<file path="src/rtl/tcam_match_array_pkg.sv">
// Shared sizing and the ternary compare rule for the 16-entry TCAM match array.
package tcam_match_array_pkg;

  localparam int ENTRIES = 16;
  localparam int KEY_W   = 8;
  localparam int ADDR_W  = 4;

  typedef logic [KEY_W-1:0]   key_t;
  typedef logic [ENTRIES-1:0] lines_t;

  // A mask bit of 1 makes that key bit a don't-care.
  function automatic logic tcam_bits_match(input key_t stored, input key_t mask, input key_t k);
    return ((stored ^ k) & ~mask) == '0;
  endfunction

endpackage

</file>
<file path="src/rtl/tcam_match_array_entry.sv">
// One TCAM entry: key/mask/valid storage and a combinational match against the staged key.
module tcam_match_array_entry
  import tcam_match_array_pkg::*;
(
  input  logic clk,
  input  logic rst,
  input  logic clr,
  input  logic we,
  input  key_t wr_key,
  input  key_t wr_mask,
  input  logic wr_vld,
  input  key_t srch_key,
  output logic match
);

  key_t key_q;
  key_t mask_q;
  logic vld_q;

  // clr wins over a write in the same cycle; key/mask survive a clear.
  always_ff @(posedge clk) begin
    if (rst) begin
      key_q  <= '0;
      mask_q <= '0;
      vld_q  <= 1'b0;
    end else if (clr) begin
      vld_q  <= 1'b0;
    end else if (we) begin
      key_q  <= wr_key;
      mask_q <= wr_mask;
      vld_q  <= wr_vld;
    end
  end

  assign match = vld_q && tcam_bits_match(key_q, mask_q, srch_key);

endmodule

</file>
<file path="src/rtl/tcam_match_array.sv">
// 16-entry TCAM compare array: 2-cycle pipeline (key stage, registered match vector).
// Handshake: srch_req is a fire-and-forget valid with no ready; one search per cycle is
// always accepted and produces exactly one match_vld pulse two cycles later unless rst intervenes.
module tcam_match_array
  import tcam_match_array_pkg::*;
(
  input  logic              clk,
  input  logic              rst,
  input  logic              wr_en,
  input  logic [ADDR_W-1:0] wr_addr,
  input  logic [KEY_W-1:0]  wr_key,
  input  logic [KEY_W-1:0]  wr_mask,
  input  logic              wr_vld,
  input  logic              clr_all,
  input  logic              srch_req,
  input  logic [KEY_W-1:0]  srch_key,
  output logic              match_vld,
  output logic [ENTRIES-1:0] match_lines,
  output logic              hit,
  output logic              busy
);

  logic   s1_vld;
  key_t   s1_key;
  lines_t cmp;

  for (genvar gi = 0; gi < ENTRIES; gi++) begin : g_entry
    tcam_match_array_entry u_entry (
      .clk      (clk),
      .rst      (rst),
      .clr      (clr_all),
      .we       (wr_en && (wr_addr == ADDR_W'(gi))),
      .wr_key   (wr_key),
      .wr_mask  (wr_mask),
      .wr_vld   (wr_vld),
      .srch_key (s1_key),
      .match    (cmp[gi])
    );
  end

  // Compare happens in the S1 cycle against the array as it stands then, so a
  // write or clear landing on the edge before S1 is already visible.
  always_ff @(posedge clk) begin
    if (rst) begin
      s1_vld      <= 1'b0;
      s1_key      <= '0;
      match_vld   <= 1'b0;
      match_lines <= '0;
    end else begin
      s1_vld    <= srch_req;
      match_vld <= s1_vld;
      if (srch_req) s1_key <= srch_key;
      if (s1_vld) match_lines <= cmp;
    end
  end

  assign busy = s1_vld;
  assign hit  = match_vld & (|match_lines);

endmodule

</file>
<file path="config.mk">
export PLATFORM = sky130hd
export DESIGN_NAME = tcam_match_array
export DESIGN_NICKNAME = d
export VERILOG_FILES = /design/src/rtl/tcam_match_array_pkg.sv /design/src/rtl/tcam_match_array_entry.sv /design/src/rtl/tcam_match_array.sv
export SDC_FILE = /design/constraint.sdc
export NUM_CORES = 1
export LEC_CHECK = 0
export BUFFER_PORTS_ARGS = -buffer_cell sky130_fd_sc_hd__buf_4
export CAP_MARGIN = 10
export CORE_MARGIN = 2
export CORE_UTILIZATION = 44
export DETAILED_ROUTE_END_ITERATION = 10
export GPL_ROUTABILITY_DRIVEN = 0
export PLACE_DENSITY = 0.62
export SYNTH_ARGS = -nofsm -noshare
export SYNTH_HDL_FRONTEND = slang
export SYNTH_HIERARCHICAL = 1
export SYNTH_SLANG_ARGS = --single-unit
</file>
<file path="constraint.sdc">
create_clock -name clk -period 2.34 [get_ports clk]
set_clock_uncertainty 0.15 [all_clocks]
set_input_delay 0.117 -clock clk [delete_from_list [all_inputs] [get_ports clk]]
set_output_delay 0.117 -clock clk [all_outputs]
set_load 0.05 [all_outputs]
</file>
==> metrics.txt <==
RSZ-0062 raised after global routing=false; worst-margin pin slew=around 0.66 ns; xor/xnor share of the synthesized area=0.09007; CTS tree=done; Final Power=between 0.01 and 0.015 W; layout cells sized above 1=0.09602; Die Footprint=just under 30000 sq um; Final Hold Violating Endpoints=0; dpl cells=around 1900; final net count=around 1600; first-pass GRT wire length=54700 um; fmax=just under 500 MHz; setup repair bufs after CTS=0; post-synthesis sequential area ratio=0.4793; Worst-path clk slew=0.06 ns; Sink Count=between 200 and 300; detailed-route via count=~11000; Synthesis Warnings=6; Core Util, Final=0.5265; syn nets=between 1500 and 2000; leading area contributor after synthesis=dfxtp_1; Power Density=approximately 750 nW/um^2; vias in the first global route=approximately 9700; # setup viols final=0; hpwl dp=roughly 20000 um; DR pass1 iterations=6; port buffer count=52; #FFs+latches synth=approximately 300; count leader, synth=nand2_1; Avg WL per Cell=~18 um; Filler cells=between 2000 and 3000; post-synth top area share=0.4793; met1 WL=about 16000 um; dominant cells by area after synthesis=dfxtp_1 48%, nand2_1 15%, a21oi_1 10%; Cell Area, Synth=between 10000 and 15000 sq um; pin count of the biggest net entering global routing=70; critical path fanouts, max=3; First DRT Iteration DRCs=between 800 and 900; Max Slew Vio Count=0; Post-Route Setup TNS=0 ns; DIE HEIGHT=172.2 um; Final period util=0.8700; DRT Wirelength=35320 um; Top Metal Used=met4; Synth Area per Inst=roughly 8 sq um; Overflow after GRT=0; DIE WIDTH=roughly 170 um; fraction of the mapped netlist area in compound gates=0.1342; clock root buffer=clkbuf_16; antenna-violating nets left=0; Worst VDD drop=between 0.5 and 0.6 mV; adder-cell area share of the yosys netlist=0; CP Launch Type=flip-flop; TritonCTS buffer count=34; status=finished clean; vias per cell=5.251; fin crit period=just over 2 ns; Post-synth EDFFs=0; post-synthesis mux area share=0.03217; Initial Utilization=0.4480; Unique masters post-synth=24; asr flop ratio synth=0; fin cells=about 2000; type of the worst min-delay path=primary input to flip-flop; Residual DRC=0; initial antenna violation count=1; # rows=between 60 and 70; WS Path Type=flip-flop to output port; Ports=53; Total GRT Usage=0.2405; Max clock buf depth=3; Worst EP arrival=1.77 ns; CP Capture Type=output port; Synth Instances=about 1600; max_slew headroom=0.5576; Met3 Routed Length=~2500 um; met2 routed WL=between 15000 and 20000 um; critical path data required time=roughly 2.1 ns; Top FF cell, synth=dfxtp_1; Synth Area in Simple Gates=0.2224; multi-input logic area=a little under 6000 sq um; # Max-Cap Violations=0; htree depth=2; core region area=27780 sq um; largest family of logic cells by synthesized area=simple AND/OR/NAND/NOR gates; Storage cell area=5966 sq um; Synth top cells by count=513 x nand2_1, 298 x dfxtp_1, 256 x a21oi_1; Lkg Pwr=4.711 nW; clock latency at the later pin of the worst-skew pair=approximately 0.51 ns; area grow syn2layout=17.51%
final cells by class:
type	count	share of cell area
diodes	1	0.0001711
multi-input cells	1150	0.4074
repair buffers	130	0.07990
flip-flops and latches	298	0.4079
inverters	1	0.0002566
clock buffers	52	0.07040
well taps	378	0.03234
clock inverters	4	0.001625
stage by stage:
stage | setup WS, ns | cell area, sq um | hold WS, ns
after floorplan | 0.3861 | 12450 | 0.04631
after global placement | 0.3566 | 13180 | 0.2001
after detailed placement | 0.3310 | 13180 | 0.2091
after CTS | 0.3082 | 14620 | 0.008102
after global routing | 0.2443 | 14630 | 0.04396
final | 0.3042 | 14630 | 0.01889
final timing paths:
check                                             startpoint                                    endpoint  slack [ns]  cells after the start
setup / recovery                match_lines[13]$_SDFFE_PP0P_                                         hit        0.30                      4
hold / removal                                    wr_addr[2]       g_entry[0].u_entry/vld_q$_SDFFE_PP0P_        0.02                      5
setup reg to reg                      s1_key[5]$_SDFFE_PP0P_                 match_lines[5]$_SDFFE_PP0P_        0.49                      7
hold reg to reg   g_entry[13].u_entry/mask_q[2]$_SDFFE_PP0P_  g_entry[13].u_entry/mask_q[2]$_SDFFE_PP0P_        0.30                      2
flip-flops by register name (all words and copies together) (netlist names):
signal,cells
g_entry.u_entry/vld_q,16
busy,1
s1_key,8
g_entry.u_entry/mask_q,128
match_lines,16
match_vld,1
g_entry.u_entry/key_q,128
placed cells by master (no fill, tap or decap), drive strengths merged, types with 36 or more instances in the layout:
| cell type | netlist | final |
|---|---|---|
| nand2 | 513 | 513 |
| dfxtp | 298 | 298 |
| a21oi | 256 | 256 |
| xnor2 | 128 | 128 |
| buf | 37 | 91 |
| nor2 | 52 | 52 |
| clkbuf | 65 | 52 |
| o22ai | 48 | 48 |
| mux2i | 40 | 40 |
| dlygate4sd3 | 0 | 39 |
| nor3 | 36 | 36 |
cells by family after synthesis:
group                  after synthesis
AND/OR/NAND/NOR                    661
flip-flops                         298
buffers and inverters              103
AO/OA/AOI/OAI                      321
XOR/XNOR                           128
multiplexers                        40
per-layer routing:
layer	up-vias	GRT usage
met3	77	0.03571
met2	359	0.3824
met1	4930	0.3382
met5	-	0
met4	0	0.07307
li1	5210	-
worst max-delay path, cell delays in order (launching register included):
cell,delay (ns)
dfxtp_1,0.36
nor4_1,0.31
buf_4,0.20
a41oi_1,0.15
buf_4,0.24
power by group:
group | leakage, nW | internal [W] | switching, W
combinational | 1.79 | 0.000307 | 0.000508
sequential | 2.40 | 0.00512 | 0.0000293
clock | 0.522 | 0.00301 | 0.00204
timing repair:
| item | CTS | global route |
|---|---|---|
| hold buffers | 39 | 0 |
| resized for setup | 0 | 0 |
| hold endpoints to repair | 284 | 0 |
Note: power is estimated with default switching activity, not from simulation.
